[config.mk]
export PLATFORM = sky130hd
export DESIGN_NAME = multicycle_ctrl_flat
export DESIGN_NICKNAME = d
export VERILOG_FILES = /design/src/rtl/ctrl_pkg.sv /design/src/rtl/multicycle_ctrl_if.sv /design/src/rtl/alu_decoder.sv /design/src/rtl/multicycle_ctrl.sv /design/src/flat_wrapper.sv
export SDC_FILE = /design/constraint.sdc
export NUM_CORES = 1
export LEC_CHECK = 0
export ABC_AREA = 1
export CELL_PAD_IN_SITES_DETAIL_PLACEMENT = 0
export CELL_PAD_IN_SITES_GLOBAL_PLACEMENT = 2
export CORE_AREA = 5 5 109 111
export CTS_CLUSTER_DIAMETER = 120
export DETAILED_ROUTE_END_ITERATION = 10
export DIE_AREA = 0 0 114 116
export PLACE_DENSITY = 0.83
export SLEW_MARGIN = 25
export SYNTH_ARGS = -nofsm -noshare
export SYNTH_HDL_FRONTEND = slang
export SYNTH_SLANG_ARGS = --single-unit
[constraint.sdc]
create_clock -name clk -period 2.3 [get_ports clk]
set_clock_uncertainty 0.2 [all_clocks]
set_input_delay 0.23 -clock clk [delete_from_list [all_inputs] [get_ports clk]]
set_output_delay 0.23 -clock clk [all_outputs]
set_load 0.05 [all_outputs]
[src/rtl/ctrl_pkg.sv]
// Shared encodings for the RV32I multicycle controller: FSM states, opcodes,
// ALU operation codes and datapath select values.
package ctrl_pkg;

    typedef enum logic [3:0] {
        S_FETCH, S_DECODE, S_MEMADR, S_MEMREAD, S_MEMWB, S_MEMWRITE,
        S_EXECR, S_EXECI, S_ALUWB, S_BRANCH, S_JAL, S_ERROR
    } state_e;

    typedef enum logic [1:0] {
        ALUOP_ADD   = 2'b00,
        ALUOP_SUB   = 2'b01,
        ALUOP_FUNCT = 2'b10
    } aluop_e;

    localparam logic [6:0] OP_LOAD   = 7'b0000011;
    localparam logic [6:0] OP_STORE  = 7'b0100011;
    localparam logic [6:0] OP_RTYPE  = 7'b0110011;
    localparam logic [6:0] OP_ITYPE  = 7'b0010011;
    localparam logic [6:0] OP_BRANCH = 7'b1100011;
    localparam logic [6:0] OP_JAL    = 7'b1101111;

    localparam logic [2:0] ALU_ADD = 3'b000;
    localparam logic [2:0] ALU_SUB = 3'b001;
    localparam logic [2:0] ALU_AND = 3'b010;
    localparam logic [2:0] ALU_OR  = 3'b011;
    localparam logic [2:0] ALU_SLT = 3'b101;

    localparam logic [1:0] SRCA_PC    = 2'b00;
    localparam logic [1:0] SRCA_OLDPC = 2'b01;
    localparam logic [1:0] SRCA_RS1   = 2'b10;
    localparam logic [1:0] SRCB_RS2   = 2'b00;
    localparam logic [1:0] SRCB_IMM   = 2'b01;
    localparam logic [1:0] SRCB_FOUR  = 2'b10;

    localparam logic [1:0] IMM_I = 2'b00;
    localparam logic [1:0] IMM_S = 2'b01;
    localparam logic [1:0] IMM_B = 2'b10;
    localparam logic [1:0] IMM_J = 2'b11;

    localparam logic [1:0] RES_ALUOUT = 2'b00;
    localparam logic [1:0] RES_MEM    = 2'b01;
    localparam logic [1:0] RES_ALU    = 2'b10;

    function automatic logic [1:0] imm_fmt(input logic [6:0] op);
        case (op)
            OP_STORE:  return IMM_S;
            OP_BRANCH: return IMM_B;
            OP_JAL:    return IMM_J;
            default:   return IMM_I;
        endcase
    endfunction

endpackage

[src/rtl/multicycle_ctrl_if.sv]
// Controller <-> datapath bundle: instruction fields, flags and memory ready in,
// mux selects, strobes and ALU control out.
interface multicycle_ctrl_if;
    logic [6:0] op;
    logic [2:0] funct3;
    logic       funct7b5;
    logic       zero;
    logic       negative;
    logic       mem_ready;
    logic       pc_write;
    logic       ir_write;
    logic       adr_src;
    logic       mem_read;
    logic       mem_write;
    logic       reg_write;
    logic [1:0] alu_src_a;
    logic [1:0] alu_src_b;
    logic [2:0] alu_control;
    logic [1:0] imm_src;
    logic [1:0] result_src;
    logic       trap;

    modport master (
        input  op, funct3, funct7b5, zero, negative, mem_ready,
        output pc_write, ir_write, adr_src, mem_read, mem_write, reg_write,
               alu_src_a, alu_src_b, alu_control, imm_src, result_src, trap
    );

    modport slave (
        output op, funct3, funct7b5, zero, negative, mem_ready,
        input  pc_write, ir_write, adr_src, mem_read, mem_write, reg_write,
               alu_src_a, alu_src_b, alu_control, imm_src, result_src, trap
    );
endinterface

[src/rtl/alu_decoder.sv]
// Combinational ALU control decode; flags funct3 values the ALU cannot execute.
module alu_decoder
    import ctrl_pkg::*;
(
    input  aluop_e     alu_op_i,
    input  logic [2:0] funct3_i,
    input  logic       op5_i,
    input  logic       funct7b5_i,
    output logic [2:0] alu_control_o,
    output logic       illegal_o
);
    always_comb begin
        alu_control_o = ALU_ADD;
        illegal_o     = 1'b0;
        case (alu_op_i)
            ALUOP_ADD: alu_control_o = ALU_ADD;
            ALUOP_SUB: alu_control_o = ALU_SUB;
            default: begin
                case (funct3_i)
                    3'b000:  alu_control_o = (op5_i & funct7b5_i) ? ALU_SUB : ALU_ADD;
                    3'b010:  alu_control_o = ALU_SLT;
                    3'b110:  alu_control_o = ALU_OR;
                    3'b111:  alu_control_o = ALU_AND;
                    default: illegal_o = 1'b1;
                endcase
            end
        endcase
    end
endmodule

[src/rtl/multicycle_ctrl.sv]
// RV32I multicycle control FSM: R/I/sw/jal 4 cycles, lw 5, branch 3; stalls in memory states until
// mem_ready, traps after MEM_TIMEOUT idle cycles. CTRL_PERF_CNT_EN adds cycle/instret counters.
module multicycle_ctrl
    import ctrl_pkg::*;
#(
    parameter int MEM_TIMEOUT = 16
) (
    input  logic              clk,
    input  logic              rstn,
    multicycle_ctrl_if.master bus
`ifdef CTRL_PERF_CNT_EN
    ,
    output logic [31:0]       cycle_cnt,
    output logic [31:0]       instret_cnt
`endif
);
    localparam logic [31:0] WD_LIMIT = 32'(MEM_TIMEOUT);

    state_e      state_q, state_d;
    logic        trap_q;
    logic [31:0] wd_q, wd_d;
    aluop_e      alu_op;
    logic [2:0]  alu_ctl;
    logic        alu_illegal, taken, mem_wait, timeout;
    logic        pc_write_raw, ir_write_raw, mem_read_raw, mem_write_raw, reg_write_raw;

    alu_decoder u_alu_decoder (
        .alu_op_i      (alu_op),
        .funct3_i      (bus.funct3),
        .op5_i         (bus.op[5]),
        .funct7b5_i    (bus.funct7b5),
        .alu_control_o (alu_ctl),
        .illegal_o     (alu_illegal)
    );

    always_comb begin
        case (bus.funct3)
            3'b000:  taken = bus.zero;
            3'b001:  taken = !bus.zero;
            3'b100:  taken = bus.negative;
            3'b101:  taken = !bus.negative;
            default: taken = 1'b0;
        endcase
    end

    // A ready in the limit cycle still completes the access normally.
    assign mem_wait = (state_q inside {S_FETCH, S_MEMREAD, S_MEMWRITE}) && !bus.mem_ready;
    assign timeout  = (MEM_TIMEOUT > 0) && mem_wait && ((wd_q + 32'd1) == WD_LIMIT);

    always_comb begin
        state_d = state_q;
        case (state_q)
            S_FETCH:    if (bus.mem_ready) state_d = S_DECODE; else if (timeout) state_d = S_ERROR;
            S_DECODE: begin
                case (bus.op)
                    OP_LOAD, OP_STORE: state_d = S_MEMADR;
                    OP_RTYPE:          state_d = S_EXECR;
                    OP_ITYPE:          state_d = S_EXECI;
                    OP_BRANCH:         state_d = S_BRANCH;
                    OP_JAL:            state_d = S_JAL;
                    default:           state_d = S_ERROR;
                endcase
            end
            S_MEMADR:   state_d = (bus.op == OP_LOAD) ? S_MEMREAD : S_MEMWRITE;
            S_MEMREAD:  if (bus.mem_ready) state_d = S_MEMWB; else if (timeout) state_d = S_ERROR;
            S_MEMWB:    state_d = S_FETCH;
            S_MEMWRITE: if (bus.mem_ready) state_d = S_FETCH; else if (timeout) state_d = S_ERROR;
            S_EXECR, S_EXECI: state_d = alu_illegal ? S_ERROR : S_ALUWB;
            S_ALUWB, S_BRANCH: state_d = S_FETCH;
            S_JAL:      state_d = S_ALUWB;
            default:    state_d = S_ERROR;
        endcase
        wd_d = (mem_wait && (state_d == state_q)) ? wd_q + 32'd1 : 32'd0;
    end

    always_comb begin
        pc_write_raw  = 1'b0;
        ir_write_raw  = 1'b0;
        mem_read_raw  = 1'b0;
        mem_write_raw = 1'b0;
        reg_write_raw = 1'b0;
        bus.adr_src    = 1'b0;
        bus.alu_src_a  = SRCA_PC;
        bus.alu_src_b  = SRCB_RS2;
        bus.result_src = RES_ALUOUT;
        alu_op         = ALUOP_ADD;
        case (state_q)
            S_FETCH: begin
                mem_read_raw   = 1'b1;
                bus.alu_src_b  = SRCB_FOUR;
                bus.result_src = RES_ALU;
                ir_write_raw   = bus.mem_ready;
                pc_write_raw   = bus.mem_ready;
            end
            S_DECODE: begin
                bus.alu_src_a = SRCA_OLDPC;
                bus.alu_src_b = SRCB_IMM;
            end
            S_MEMADR: begin
                bus.alu_src_a = SRCA_RS1;
                bus.alu_src_b = SRCB_IMM;
            end
            S_MEMREAD: begin
                bus.adr_src  = 1'b1;
                mem_read_raw = 1'b1;
            end
            S_MEMWB: begin
                bus.result_src = RES_MEM;
                reg_write_raw  = 1'b1;
            end
            S_MEMWRITE: begin
                bus.adr_src   = 1'b1;
                mem_write_raw = 1'b1;
            end
            S_EXECR: begin
                bus.alu_src_a = SRCA_RS1;
                alu_op        = ALUOP_FUNCT;
            end
            S_EXECI: begin
                bus.alu_src_a = SRCA_RS1;
                bus.alu_src_b = SRCB_IMM;
                alu_op        = ALUOP_FUNCT;
            end
            S_ALUWB: reg_write_raw = 1'b1;
            S_BRANCH: begin
                bus.alu_src_a = SRCA_RS1;
                alu_op        = ALUOP_SUB;
                pc_write_raw  = taken;
            end
            S_JAL: begin
                bus.alu_src_a = SRCA_OLDPC;
                bus.alu_src_b = SRCB_FOUR;
                pc_write_raw  = 1'b1;
            end
            default: ;
        endcase
    end

    assign bus.pc_write    = pc_write_raw  & rstn;
    assign bus.ir_write    = ir_write_raw  & rstn;
    assign bus.mem_read    = mem_read_raw  & rstn;
    assign bus.mem_write   = mem_write_raw & rstn;
    assign bus.reg_write   = reg_write_raw & rstn;
    assign bus.alu_control = alu_ctl;
    assign bus.imm_src     = imm_fmt(bus.op);
    assign bus.trap        = trap_q;

    always_ff @(posedge clk) begin
        if (!rstn) begin
            state_q <= S_FETCH;
            trap_q  <= 1'b0;
            wd_q    <= 32'd0;
        end else begin
            state_q <= state_d;
            wd_q    <= wd_d;
            if (state_d == S_ERROR) trap_q <= 1'b1;
        end
    end

`ifdef CTRL_PERF_CNT_EN
    logic [31:0] cycle_q, instret_q;
    logic        retire;

    assign retire = (state_d == S_FETCH) &&
                    (state_q inside {S_MEMWB, S_MEMWRITE, S_ALUWB, S_BRANCH});

    always_ff @(posedge clk) begin
        if (!rstn) begin
            cycle_q   <= 32'd0;
            instret_q <= 32'd0;
        end else begin
            if (state_q != S_ERROR) cycle_q <= cycle_q + 32'd1;
            if (retire) instret_q <= instret_q + 32'd1;
        end
    end

    assign cycle_cnt   = cycle_q;
    assign instret_cnt = instret_q;
`endif
endmodule

[src/flat_wrapper.sv]
// flat-port wrapper written by rule: the top's interface ports become plain ports
module multicycle_ctrl_flat import ctrl_pkg::*;
#(
    parameter int MEM_TIMEOUT = 16
)
  (clk, rstn, bus_op, bus_funct3, bus_funct7b5, bus_zero, bus_negative, bus_mem_ready, bus_pc_write, bus_ir_write, bus_adr_src, bus_mem_read, bus_mem_write, bus_reg_write, bus_alu_src_a, bus_alu_src_b, bus_alu_control, bus_imm_src, bus_result_src, bus_trap);
  multicycle_ctrl_if bus_i ();
  input  logic clk;
  input  logic rstn;
  input wire logic [$bits(bus_i.op)-1:0] bus_op;
  input wire logic [$bits(bus_i.funct3)-1:0] bus_funct3;
  input wire logic [$bits(bus_i.funct7b5)-1:0] bus_funct7b5;
  input wire logic [$bits(bus_i.zero)-1:0] bus_zero;
  input wire logic [$bits(bus_i.negative)-1:0] bus_negative;
  input wire logic [$bits(bus_i.mem_ready)-1:0] bus_mem_ready;
  output wire logic [$bits(bus_i.pc_write)-1:0] bus_pc_write;
  output wire logic [$bits(bus_i.ir_write)-1:0] bus_ir_write;
  output wire logic [$bits(bus_i.adr_src)-1:0] bus_adr_src;
  output wire logic [$bits(bus_i.mem_read)-1:0] bus_mem_read;
  output wire logic [$bits(bus_i.mem_write)-1:0] bus_mem_write;
  output wire logic [$bits(bus_i.reg_write)-1:0] bus_reg_write;
  output wire logic [$bits(bus_i.alu_src_a)-1:0] bus_alu_src_a;
  output wire logic [$bits(bus_i.alu_src_b)-1:0] bus_alu_src_b;
  output wire logic [$bits(bus_i.alu_control)-1:0] bus_alu_control;
  output wire logic [$bits(bus_i.imm_src)-1:0] bus_imm_src;
  output wire logic [$bits(bus_i.result_src)-1:0] bus_result_src;
  output wire logic [$bits(bus_i.trap)-1:0] bus_trap;
  assign bus_i.op = bus_op;
  assign bus_i.funct3 = bus_funct3;
  assign bus_i.funct7b5 = bus_funct7b5;
  assign bus_i.zero = bus_zero;
  assign bus_i.negative = bus_negative;
  assign bus_i.mem_ready = bus_mem_ready;
  assign bus_pc_write = bus_i.pc_write;
  assign bus_ir_write = bus_i.ir_write;
  assign bus_adr_src = bus_i.adr_src;
  assign bus_mem_read = bus_i.mem_read;
  assign bus_mem_write = bus_i.mem_write;
  assign bus_reg_write = bus_i.reg_write;
  assign bus_alu_src_a = bus_i.alu_src_a;
  assign bus_alu_src_b = bus_i.alu_src_b;
  assign bus_alu_control = bus_i.alu_control;
  assign bus_imm_src = bus_i.imm_src;
  assign bus_result_src = bus_i.result_src;
  assign bus_trap = bus_i.trap;
  multicycle_ctrl #(.MEM_TIMEOUT(MEM_TIMEOUT)) u_core (.clk(clk), .rstn(rstn), .bus(bus_i));
endmodule
==> qor.csv, run 1 <==
metric,value,unit
via count,3387,
Setup crit start,u_core.wd_q[1],
dpl ws,-0.598,ns
TritonCTS clock tree,done,
worst r2r src,u_core.wd_q[1],
Final setup viols,37,
Pwr Density,673,nW/µm²
post-route ant nets,0,
"Distinct cells, synth",31,
clk sinks,37,
Pwr Total,3.27,mW
clock slew at reported path FFs,0.08,ns
CP required,2.30,ns
Post-Synthesis Cells,462,
Rows,38,
Leak Pwr,2.13,nW
Slew Limit Fails,0,
Post-Route WL,9420,µm
first-pass GRT wire length,15800,µm
drt first pass iters,5,
Tcrit/Tclk final,124,%
worst setup margin,-0.555,ns
Tmin final,2.86,ns
Crit. End Element,flip-flop,
global route total overflow,0,
DRC Markers,0,
worst hold stages,2,
DR iter-0 viols,113,
CTS H-tree lvls,2,
final cell count without fillers,780,
#FFs+latches synth,37,
register area,754,µm²
highest-count cells in the layout ignoring fill and taps,"nand2_1, buf_4, inv_1",
Die H,116,µm
Layout Nets,656,
buffer depth of the longest clock path,2,
critical path class,flip-flop to flip-flop,
vias in the first global route,3479,
# diodes,0,
status,"complete, but fails checks",
"commonest non-fill, non-tap cell in the layout",nand2_1,
clock root buffer,clkbuf_8,
RSZ-0062 raised after global routing,yes,
fillers,1106,
hold_buf cts,0,
pin count of the biggest net entering global routing,13,
crit path max fanout,7,
Max Freq,350,MHz
layout cells sized above 1,43.6,%
insertion delay to the later sink of the worst-skew pair,0.30,ns
worst hold path type,flip-flop to flip-flop,
Multi-input gate area,2020,µm²
drt wl/cell,12.1,µm
Synth Cell Area,2730,µm²
startpoint types,flip-flop,
# port buffers,33,
Tot GR Track Use,14.7,%
io pins,34,
CTS Buf Count,5,
total die area,13200,µm²
final-report hold violation count,0,
placed insts,760,
Via density,4.34,
Core ar.,10700,µm²
failing checks,setup timing,
initial antenna violation count,0,
Slew HR,64.8,%
yosys warns,0,
gpl congestion,0.849,
starting density of the core,25.5,%
max cap viols,0,
dpl hpwl,7490,µm
synth-to-layout area growth,78.0,%
R2R depth,21,
Critical Path AT,2.85,ns
average size of a mapped cell,5.91,µm²
synthesized net count,479,
Die Wd,114,µm
worst hold start,u_core.bus.trap,
measured slew at the worst slew-check pin,0.524,ns
"Seq/Total Area, Yosys",27.1,%
Worst VDD drop,1.03,mV
-- what timing repair did --
item	in CTS	in global routing
cloned	1	0
gates resized for setup	33	54
endpoints found under the setup margin	37	41
pin swaps	17	35
setup buffers	24	5
endpoints found under the hold margin	0	0
-- synthesized netlist by cell type --
library cell	instances	share of area, %
a211oi_1	1	0.27
a21oi_1	9	1.6
a31oi_1	2	0.46
a41oi_1	1	0.32
and2_1	1	0.23
and3_1	1	0.23
buf_6	3	1.2
clkinv_1	1	0.14
dfxtp_1	37	27
ha_1	1	0.46
inv_1	63	8.7
inv_2	1	0.14
nand2_1	146	20
nand2_2	8	1.8
nand2_4	1	0.41
nand3_1	27	4.9
nand3_2	1	0.37
nand3b_1	8	2.2
nand4_1	4	0.92
nor2_1	73	10
nor2_2	36	8.2
nor2_4	6	2.5
nor3_1	8	1.5
nor3b_1	1	0.27
o211ai_1	2	0.55
o21ai_0	5	0.92
o21ai_1	1	0.18
o21bai_1	2	0.55
or2_2	2	0.46
xnor2_1	3	0.96
xor2_1	7	2.2
-- path summary, 6_finish.rpt --
check                                       end  slack, ns
worst max-delay path            u_core.wd_q[21]      -0.56
worst min-delay path            u_core.bus.trap       0.27
worst max register to register  u_core.wd_q[21]      -0.56
worst min register to register  u_core.bus.trap       0.27
-- metrics by stage --
stage                     setup TNS (ns)  utilization (%)  hold slack (ns)  area (µm²)
after global placement            -19.04             40.8            0.243        4360
after detailed placement          -18.79             40.8            0.254        4360
after floorplan                    -2.35                -            0.234        2790
after global routing              -22.76             45.4            0.296        4860
final                             -16.99             45.4            0.269        4860
after CTS                         -15.29             44.2            0.261        4720
-- logic make-up after synthesis --
group                      count (synthesis)  share of synthesized area (%)
and+or+nand+nor                          323                           54.1
buffers and inverters                     68                           10.2
DFF                                       37                           27.1
AOI/OAI and AO/OA                         23                           4.90
xor gates and xnor gates                  10                           3.21
adders and majority gates                  1                          0.458
-- cell type report --
type                    instances  area share, %
clock inverters                 2          0.772
inverters                      65           5.02
flip-flops and latches         37           15.5
multi-input cells             357           41.6
clock buffers                   6           1.70
well taps                     140           3.60
repair buffers                173           31.8
-- flip-flops by register name, summed over array words and instances, names as in the netlist --
register,count
u_core.bus.trap,1
u_core.wd_q,32
u_core.state_q,4
-- report_power, final --
group	leakage, nW	internal [mW]	switching, mW
registers	0.303	0.674	0.0364
clock network	0.0574	0.353	0.259
logic	1.77	0.858	1.09
-- per-layer routing --
metal	global-route usage, %	up-vias	part of all wire [%]
met5	0	-	0
met4	3.96	0	0.92
met3	1.93	7	3.2
met2	26.7	63	49
met1	18.2	1548	46
li1	-	1769	-
-- critical path: stages (launching register included) --
cell	delay, ns
dfxtp_4	0.37
ha_4	0.14
nand2_4	0.05
nor2_4	0.16
nand2_4	0.12
buf_6	0.14
xor2_2	0.17
buf_4	0.14
and3_4	0.17
nand2_2	0.05
nor2_2	0.13
nand2_1	0.08
nor2_1	0.08
nand2_1	0.09
nand2_2	0.08
nand2_1	0.08
nand2_2	0.09
nor2_4	0.05
nand2_4	0.08
buf_6	0.11
buf_8	0.13
nor2_1	0.04
(Power assumes the default switching activity.)
==> inputs of run 2 (changes only) <==
REMOVE_ABC_BUFFERS = 1   (was not set)
==> qor.csv, run 2 (synthesis gave the netlist of run 1 again) <==
metric,value,unit
Tot GR Track Use,14.3,%
starting density of the core,25.5,%
CTS Buf Count,5,
drt first pass iters,4,
placed insts,741,
Core ar.,10700,µm²
pin count of the biggest net entering global routing,11,
max FFs per register,32,
max cap viols,0,
Critical Path AT,2.81,ns
failing checks,setup timing,
sw power,1.40,mW
worst hold stages,2,
WHS Endpoint,u_core.bus.trap,
highest-count cells in the layout ignoring fill and taps,"buf_4, nand2_1, inv_1",
RSZ-0062 raised after global routing,yes,
"commonest non-fill, non-tap cell in the layout",buf_4,
insertion delay to the later sink of the worst-skew pair,0.30,ns
Tmin final,2.77,ns
Multi-input gate area,2160,µm²
Slew Limit Fails,0,
drt wl/cell,12.2,µm
DRC Markers,0,
clk sinks,37,
clock root buffer,clkbuf_8,
buffer depth of the longest clock path,2,
via count,3345,
Leak Pwr,2.16,nW
Pwr Total,3.29,mW
reg2reg end,u_core.wd_q[4],
gpl congestion,0.815,
status,"complete, but fails checks",
synth-to-layout area growth,83.5,%
vias in the first global route,3258,
DR iter-0 viols,104,
Die Wd,114,µm
Tcrit/Tclk final,120,%
Die H,116,µm
Sw Ratio,42.6,%
layout cells sized above 1,46.1,%
startpoint types,flip-flop,
post-route ant nets,0,
# port buffers,33,
hold_buf cts,0,
TritonCTS clock tree,done,
Int Power,1.89,mW
critical path class,flip-flop to flip-flop,
worst hold start,u_core.bus.trap,
CP required,2.34,ns
measured slew at the worst slew-check pin,0.494,ns
clock slew at reported path FFs,0.08,ns
Pwr Density,656,nW/µm²
dpl hpwl,7280,µm
r2r setup slk,-0.47,ns
Clk pwr share,14.7,%
worst setup margin,-0.470,ns
Final setup viols,37,
Final Instance Area,5010,µm²
Layout Nets,650,
global route total overflow,0,
worst r2r src,u_core.wd_q[0],
Top reg by flops,u_core.wd_q,
crit path max fanout,7,
CTS H-tree lvls,2,
io pins,34,
Rows,38,
Gate power share,63.6,%
initial antenna violation count,0,
register area,753,µm²
Post-Route WL,9430,µm
total die area,13200,µm²
R2R depth,21,
fillers,1065,
Placed Area,4180,µm²
Via density,4.33,
Max Freq,361,MHz
Worst VDD drop,0.850,mV
# diodes,0,
Crit. End Element,flip-flop,
final cell count without fillers,773,
Seq pwr share,21.7,%
worst hold path type,flip-flop to flip-flop,
Slew HR,67.0,%
final-report hold violation count,0,
first-pass GRT wire length,15000,µm
## run 2: metal layers
metal / track usage, % / vias to the layer above / wire (µm)
li1: - / 1755 / -
met1: 17.5 / 1511 / 4130
met2: 25.1 / 64 / 4700
met3: 2.98 / 15 / 395
met4: 4.75 / 0 / 206
met5: 0 / - / 0
## run 2: power by group through the flow
| stage | sequential (mW) | combinational (mW) | clock, mW |
|---|---|---|---|
| finish | 0.714 | 2.09 | 0.484 |
| global route | 0.721 | 2.23 | 0.520 |
| CTS | 0.707 | 1.79 | 0.495 |
| detailed placement | 0.715 | 1.64 | 0 |
| global placement | 0.713 | 1.64 | 0 |
| floorplan | 0.727 | 0.789 | 0 |
## run 2: layout make-up
type                    instances  area share (%)
multi-input cells             357            43.0
repair buffers                167            31.8
flip-flops and latches         37            15.0
inverters                      65            4.87
well taps                     140            3.50
clock buffers                   7            1.72
## run 2: worst max path at each step
| stage | from | end | slack, ns | cells after the start |
|---|---|---|---|---|
| finish | u_core.wd_q[0] | u_core.wd_q[4] | -0.47 | 21 |
| global route | u_core.wd_q[0] | u_core.wd_q[7] | -0.63 | 22 |
| CTS | u_core.wd_q[0] | u_core.wd_q[5] | -0.40 | 19 |
| detailed placement | u_core.wd_q[1] | u_core.wd_q[9] | -0.49 | 18 |
| global placement | u_core.wd_q[0] | u_core.wd_q[7] | -0.50 | 17 |
| floorplan | u_core.wd_q[0] | u_core.wd_q[20] | -0.57 | 18 |
## run 2: worst max-delay path, cell delays in order (launching register included)
cell	delay (ns)
dfxtp_4	0.36
ha_4	0.15
nand2_4	0.06
nor2_4	0.16
nand2_4	0.13
o21ai_2	0.14
nand2_1	0.08
inv_2	0.10
nand2_2	0.05
nor2_2	0.12
nand2_1	0.07
nor2_2	0.16
nand3_2	0.12
nand2_2	0.09
nand2_4	0.06
nand3_2	0.08
nand2_2	0.07
nor2_4	0.10
nand2_4	0.08
buf_6	0.14
clkbuf_16	0.15
nor2_2	0.07
## run 2: metrics by stage
stage	setup WS, ns	utilization [%]	hold slack, ns	setup TNS [ns]
floorplan	-0.572	-	0.239	-17.15
global placement	-0.498	39.1	0.253	-16.01
detailed placement	-0.488	39.1	0.260	-15.54
CTS	-0.395	42.9	0.272	-12.25
global route	-0.630	46.8	0.286	-21.05
finish	-0.470	46.8	0.267	-15.20
## run 2: repair_timing
action / 4_1_cts / 5_1_grt
setup buffers: 15 / 7
endpoints found under the hold margin: 0 / 0
endpoints found under the setup margin: 38 / 42
pin swaps: 4 / 31
cloned: 1 / 2
gates resized for setup: 52 / 79
